File: src/rtl/contador_gray_pkg.sv
// Shared defaults and direction encoding for the parameterised Gray counter.
package contador_gray_pkg;

  localparam int unsigned CNT_WIDTH_DEF = 5;
  localparam int unsigned CNT_RESET_DEF = 0;

  localparam logic DIR_UP   = 1'b1;
  localparam logic DIR_DOWN = 1'b0;

endpackage : contador_gray_pkg

File: src/rtl/bin2gray.sv
// Combinational binary-to-reflected-Gray converter.
module bin2gray #(
  parameter int unsigned WIDTH = 5
) (
  input  logic [WIDTH-1:0] i_bin,
  output logic [WIDTH-1:0] o_gray_c
);

  assign o_gray_c = i_bin ^ (i_bin >> 1);

endmodule : bin2gray

File: src/rtl/contador_gray_param.sv
// Up/down counter with registered binary and Gray outputs plus wrap pulse.
// Optional synchronous load is compiled in with CONTADOR_GRAY_LOAD_EN.
module contador_gray_param
  import contador_gray_pkg::*;
#(
  parameter int unsigned WIDTH       = CNT_WIDTH_DEF,
  parameter int unsigned RESET_VALUE = CNT_RESET_DEF
) (
  input  logic             clk,
  input  logic             reset_L,
  input  logic             enable,
  input  logic             up_down,
  input  logic             load,
  input  logic [WIDTH-1:0] load_value,
  output logic [WIDTH-1:0] data_out,
  output logic [WIDTH-1:0] bin_out,
  output logic             tc
);

  localparam logic [WIDTH-1:0] RST_BIN  = WIDTH'(RESET_VALUE);
  localparam logic [WIDTH-1:0] RST_GRAY = RST_BIN ^ (RST_BIN >> 1);

  logic [WIDTH-1:0] r_bin;
  logic [WIDTH-1:0] r_gray;
  logic             r_tc;
  logic [WIDTH-1:0] w_bin_nxt;
  logic [WIDTH-1:0] w_gray_nxt;
  logic             w_tc_nxt;

  // Next count; a later load assignment overrides the enabled step.
  always_comb begin
    w_bin_nxt = r_bin;
    w_tc_nxt  = 1'b0;
    if (enable) begin
      if (up_down == DIR_UP) begin
        w_bin_nxt = r_bin + WIDTH'(1);
        w_tc_nxt  = (r_bin == '1);
      end else begin
        w_bin_nxt = r_bin - WIDTH'(1);
        w_tc_nxt  = (r_bin == '0);
      end
    end
`ifdef CONTADOR_GRAY_LOAD_EN
    if (load) begin
      w_bin_nxt = load_value;
      w_tc_nxt  = 1'b0;
    end
`endif
  end

`ifndef CONTADOR_GRAY_LOAD_EN
  logic w_unused_load;
  assign w_unused_load = ^{load, load_value};
`endif

  bin2gray #(
    .WIDTH (WIDTH)
  ) u_bin2gray (
    .i_bin    (w_bin_nxt),
    .o_gray_c (w_gray_nxt)
  );

  always_ff @(posedge clk or negedge reset_L) begin
    if (!reset_L) begin
      r_bin  <= RST_BIN;
      r_gray <= RST_GRAY;
      r_tc   <= 1'b0;
    end else begin
      r_bin  <= w_bin_nxt;
      r_gray <= w_gray_nxt;
      r_tc   <= w_tc_nxt;
    end
  end

  assign bin_out  = r_bin;
  assign data_out = r_gray;
  assign tc       = r_tc;

endmodule : contador_gray_param

File: config.mk
export PLATFORM = sky130hd
export DESIGN_NAME = contador_gray_param
export DESIGN_NICKNAME = d
export VERILOG_FILES = /design/src/rtl/contador_gray_pkg.sv /design/src/rtl/bin2gray.sv /design/src/rtl/contador_gray_param.sv
export SDC_FILE = /design/constraint.sdc
export NUM_CORES = 1
export LEC_CHECK = 0
export CAP_MARGIN = 5
export CORE_UTILIZATION = 47
export DETAILED_ROUTE_END_ITERATION = 12
export PLACE_DENSITY_LB_ADDON = 0.1
export SYNTH_ARGS = -nofsm -noshare
export SYNTH_HDL_FRONTEND = slang
export SYNTH_SLANG_ARGS = --single-unit
export TNS_END_PERCENT = 50
File: constraint.sdc
create_clock -name clk -period 5 [get_ports clk]
set_clock_uncertainty 0.15 [all_clocks]
set_input_delay 0.5 -clock clk [delete_from_list [all_inputs] [get_ports clk]]
set_output_delay 0.5 -clock clk [all_outputs]
set_load 0.05 [all_outputs]
==> summary.txt, run 1 <==
Status
  • Status: finished clean

Detailed routing
  • Aggregate routed wire length: 1181 um
  • DRT Pass-1 Iters: 3
  • DR WL/cell: 12.98 um
  • DR iter-0 viols: 7
  • ANT nets after route: 0
  • DR vias: between 400 and 500
  • Drc violations: 0
  • Vias per cell: roughly 5.4

Synthesis
  • Mapped cell area: roughly 630 sq um
  • Syn avg cell area: 9.990 sq um
  • Post-synthesis net count: between 70 and 80
  • Cells after Synth: between 60 and 70
  • Synth warn: 0
  • Seq/Total Area, Yosys: between 30% and 40%
  • Synth unique cells: 29
  • FF+latch count, synth: 10

Worst setup path
  • CP Class: input port to register
  • Crit. path cell count: 8
  • Crit path max fanout: 7
  • Critical Path Sink Type: register
  • Top delay family on crit path: simple AND/OR/NAND/NOR gates
  • Startpoint types: input port
  • Worst R2R Path Depth: 7
  • Worst Path Buf+Inv: 2
  • Slowest stage delay, CP: between 0.6 and 0.7 ns
  • Critical-path cell list: clkdlybuf4s50_1, inv_1, ha_1, and3_4, or3_4, and2_4, or4_1, nand4_1
  • Slowest cell on crit path: clkdlybuf4s50_1
  • WP data required: a little over 5 ns
  • CP arrival: roughly 3 ns

Timing
  • Fin. Hold Viols: 0
  • Slew @ Worst Pin: around 0.54 ns
  • Final setup vio count: 0
  • Hold WS: around 0.4 ns
  • Post-route minimum period: roughly 2.9 ns
  • Setup_tns: 0 ns
  • Fin crit share: about three fifths
  • RSZ-0062 raised after global routing: no
  • Achievable Freq: approximately 340 MHz
  • Final Max Tran Viols: 0
  • Max-slew headroom: around 64%

Placement
  • Post-DP HPWL: 898.7 um
  • # port buffers: 14
  • Routability cong.: approximately 0.74

Floorplanning
  • CORE AREA: 1171 sq um
  • Die width: just under 40 um
  • Die area: about 1500 sq um
  • Num ports: 21
  • Site Rows: 12
  • Chip height: 38.60 um
  • Initial core utilization: 53.74%

Finish
  • Layout cells sized above 1: 10.39%
  • Commonest non-fill, non-tap cells in the layout: 14 x clkdlybuf4s50_1, 10 x dfrtp_1, 4 x xnor2_1, 4 x inv_1, 4 x nor2_1
  • Area delta synth->final: 26.24%
  • Inserted Diodes: 0
  • Layout Nets: 93
  • Most common library cell in the layout ignoring fill and taps: clkdlybuf4s50_1
  • Filler cells: about 110

Clock network
  • Clk Latency, worst-skew pair: around 0.26 ns
  • Clock slew at reported path FFs: approximately 0.060 ns
  • Clock root buffer: clkbuf_4
  • CTS buffer count: 3
  • CTS tree: built
  • Postcts setup bufs: 0
  • Htree depth: 1
  • Clk sinks: 10
  • Longest Clk Path Bufs: 2
  • # hold bufs at CTS: 0
  • PostCTS Resize Cnt: 0

Global routing
  • First-pass GRT wire length: 2056 um
  • Largest net degree at the start of global routing: 12
  • GR Overflow Total: 0
  • GRT Total Usage: 20.78%
  • Initial antenna violation count: 0
  • Vias in the first global route: 459

Run
  • Max-Cap Viols: 0

Worst hold path
  • Min-delay worst type: input port to async pin
==> registers in the layout (all words and copies together) (netlist names) <==
register  flops
tc            1
bin_out       5
data_out      4
==> stage by stage <==
| step | utilization, % | instance area [sq um] | setup WS (ns) | std cells |
|---|---|---|---|---|
| final | 67.84 | 794.5 | 2.093 | 91 |
| after global routing | 67.84 | 794.5 | 1.958 | 91 |
| after global placement | 65.92 | 772.0 | 1.823 | 88 |
| after CTS | 67.84 | 794.5 | 2.073 | 91 |
| after floorplan | - | 629.4 | 2.431 | 63 |
| after detailed placement | 65.92 | 772.0 | 1.788 | 88 |
==> cell families (layout without fill, tap and decap cells) <==
kind of cell / after synthesis / in the layout / synth area share (%)
and+or+nand+nor: 24 / 24 / 23.66
DFF: 10 / 10 / 39.76
AOI/OAI and AO/OA: 9 / 9 / 9.343
buffers and inverters: 7 / 21 / 4.772
xor gates and xnor gates: 6 / 6 / 8.350
adders and majority gates: 4 / 4 / 9.146
muxes: 3 / 3 / 4.970
==> synth_stat cells <==
cell type  count  area (sq um)
a211oi_1       2         15.01
ha_1           3         37.54
or4_1          2         15.01
clkbuf_1       2         7.510
inv_1          4         15.01
and3_4         1         11.26
xnor2_1        4         35.03
nand3_1        2         10.01
nor3_1         2         10.01
a21oi_1        1         5.000
nand2b_1       3         18.77
xor2_1         2         17.52
a2111oi_0      1         8.760
mux2_2         1         11.26
and2_4         1         8.760
dfrtp_1       10         250.2
o21ai_0        2         10.01
a21o_1         1         7.510
buf_4          1         7.510
nor2_1         4         15.01
nand4_1        2         12.51
or4b_2         1         10.01
nand2_1        3         11.26
o21ai_1        1         5.000
or3_4          1         11.26
nand3b_1       2         15.01
fa_1           1         20.02
mux2i_1        2         20.02
o21a_1         1         7.510
==> area by class of cell <==
class	count	area, sq um	share of cell area (%)
Inverter	4	15.01	1.890
Multi-Input combinational cell	46	349.1	43.94
Tap cell	14	17.52	2.205
Sequential cell	10	250.2	31.50
Timing Repair Buffer	14	140.1	17.64
Clock buffer	3	22.52	2.835
==> metal layers <==
metal	share of wire, %	vias to the layer above	routed length, um	track usage [%]
met5	0	-	0	0
met4	0.93	0	11	5.172
met3	3.3	2	39	6.936
met2	48	9	565	34.58
met1	48	224	565	25.65
li1	-	253	-	-
==> worst paths after layout <==
path | startpoint | to | slack [ns]
max reg2reg | bin_out[0] | data_out[3] | 2.57
min | reset_L | bin_out[2] | 0.39
min in group clk | bin_out[0] | bin_out[0] | 0.48
max | up_down | data_out[3] | 2.09
min reg2reg | bin_out[0] | bin_out[0] | 0.48
max in group asynchronous | reset_L | bin_out[3] | 4.00
Power of run 1 is left out: the tool's default activity adds up to more than one toggle a clock period on the data nets, which glitch-free logic cannot reach.
==> run 2: changes to the inputs <==
- CORE_UTILIZATION: 47 -> 39
- clock period: 5 -> 2.45 ns (I/O delays scaled with it)
==> run 2 against run 1 <==
  * Via count rose by 19%
  * Utilization fell by 4.7 points
  * Non-clock buffer count rose by 14
  * Die area rose by 19%
  * Critical path depth did not move
  * Largest cell class unchanged
  * Clock-buffer cell count rose by 1
  * Sequential share of layout area fell by 4.8 points
  * Global-route usage fell by 3.3 points
  * Cell count rose by 19%
  * Register-to-register slack got worse by 2.4 ns
  * Highest routed layer is now met3
==> summary.txt, run 2 (synthesis results as in run 1) <==
Detailed routing
  • DR WL/cell: about 13 um
  • DR iter-0 viols: 9
  • Drc violations: 0
  • DRT Pass-1 Iters: 4
  • Top layer in use: met3
  • Met3 wire len: around 70 um
  • ANT nets after route: 0
  • Metal1 wirelength: roughly 600 um
  • Met2 wire len: 732 um
  • Vias per cell: 5.380
  • Aggregate routed wire length: about 1400 um
  • DR vias: 581

Timing
  • Max-slew headroom: approximately 67%
  • Post-route minimum period: about 2.4 ns
  • Slew @ Worst Pin: between 0.4 and 0.5 ns
  • Fin crit share: 97.48%
  • Final setup vio count: 0
  • Achievable Freq: between 400 and 500 MHz
  • Final Max Tran Viols: 0
  • Post-route worst setup slack: slightly above 0.06 ns
  • Fin. Hold Viols: 0

Floorplanning
  • Site Rows: 14
  • Num ports: 21
  • Initial core utilization: between 40% and 50%
  • Die width: 42.17 um
  • Die area: 1778 sq um
  • CORE AREA: between 1500 and 2000 sq um
  • Chip height: 42.17 um

Placement
  • # port buffers: 14
  • Routability cong.: between 0.7 and 0.8
  • Worst slack at placement: -0.2226 ns
  • # placed instances: between 100 and 150
  • Placed cell area: about 880 sq um
  • Post-DP HPWL: just under 1000 um

Worst setup path
  • Reg-to-reg startpoint: bin_out[1]
  • Critical Path Sink Type: register
  • Slowest cell on crit path: or4b_2
  • Worst Path Buf+Inv: 2
  • CP arrival: roughly 2.4 ns
  • Top delay family on crit path: simple AND/OR/NAND/NOR gates
  • Startpoint types: input port
  • Reg2Reg Capture Point: data_out[3]
  • R2R Setup Slk: approximately 0.18 ns
  • Slowest stage delay, CP: around 0.63 ns
  • Worst R2R Path Depth: 7
  • WP data required: 2.49 ns
  • Critical-path cell list: clkdlybuf4s50_1, buf_4, fa_1, nand2b_4, a21oi_2, nor2_1, or4b_2, nand4_1
  • CP Class: input port to register
  • Crit path max fanout: 3
  • Crit. path cell count: 8

Finish
  • Commonest non-fill, non-tap cells in the layout: 14 x clkdlybuf4s50_1, 14 x buf_4, 7 x dfrtp_1, 4 x xnor2_1, 4 x nor2_1
  • Fin cells: ~110
  • Cell area after layout: between 900 and 1000 sq um
  • Area delta synth->final: 51.09%
  • Layout cells sized above 1: between 30% and 40%
  • Filler cells: between 100 and 150
  • Inserted Diodes: 0
  • Layout Nets: between 100 and 150
  • Max FFs per register: 5

Global routing
  • Vias in the first global route: 555
  • Largest net degree at the start of global routing: 12
  • GRT Total Usage: 17.48%
  • Initial antenna violation count: 0
  • GR Overflow Total: 0
  • First-pass GRT wire length: approximately 2300 um

Clock network
  • CTS buffer count: 3
  • Longest Clk Path Bufs: 2
  • # hold bufs at CTS: 0
  • CTS tree: built
  • Htree depth: 1
  • Clock root buffer: clkbuf_4
  • Clk sinks: 10
  • Clk Latency, worst-skew pair: between 0.2 and 0.3 ns
  • Clock slew at reported path FFs: 0.07 ns

Status
  • Status: finished clean

Worst hold path
  • Min-delay worst type: input port to async pin

Run
  • Max-Cap Viols: 0
run 2: cell types whose count changed in the layout (fill, tap and decap cells not counted), sizes merged:
cell	before	now
buf	0	14
clkbuf	3	4
run 2: per-layer routing:
metal | track usage [%] | vias to the layer above
li1 | - | 280
met1 | 22.41 | 285
met2 | 28.31 | 16
met3 | 6.466 | 0
met4 | 3.750 | 0
met5 | 0 | -
run 2: how the worst max path moves through the flow:
stage / from / to / slack, ns
after floorplan: bin_out[0] / data_out[3] / 0.05
after global placement: up_down / data_out[3] / -0.21
after detailed placement: up_down / data_out[3] / -0.22
after CTS: up_down / data_out[3] / 0.04
after global routing: up_down / data_out[3] / -0.01
final: up_down / data_out[3] / 0.06
run 2: repair_timing:
action,4_1_cts,5_1_grt
setup endpoints to repair,0,1
buffers inserted,0,1
gates resized for setup,0,6
run 2: area by class of cell:
class | instances | area, sq um | area share (%)
Multi-Input combinational cell | 46 | 390.4 | 41.05
Sequential cell | 10 | 254.0 | 26.71
Timing Repair Buffer | 28 | 245.2 | 25.79
Clock buffer | 4 | 26.28 | 2.763
Tap cell | 16 | 20.02 | 2.105
Inverter | 4 | 15.01 | 1.579
run 2: through the flow:
step	utilization (%)	hold WS (ns)	setup TNS [ns]
after floorplan	-	-0.2006	0
after global placement	58.14	0.4270	-0.2743
after detailed placement	58.14	0.4274	-0.2727
after CTS	59.88	0.1391	0
after global routing	63.12	0.1502	-0.01492
final	63.12	0.1300	0
run 2: worst reg2reg max path, cell delays in order, from the launching register on:
cell and delay (ns):
dfrtp_2 0.42, inv_1 0.09, fa_1 0.38, nand2b_4 0.16
a21oi_2 0.16, nor2_1 0.08, or4b_2 0.63, nand4_1 0.12
Power of run 2 is left out for the same reason.
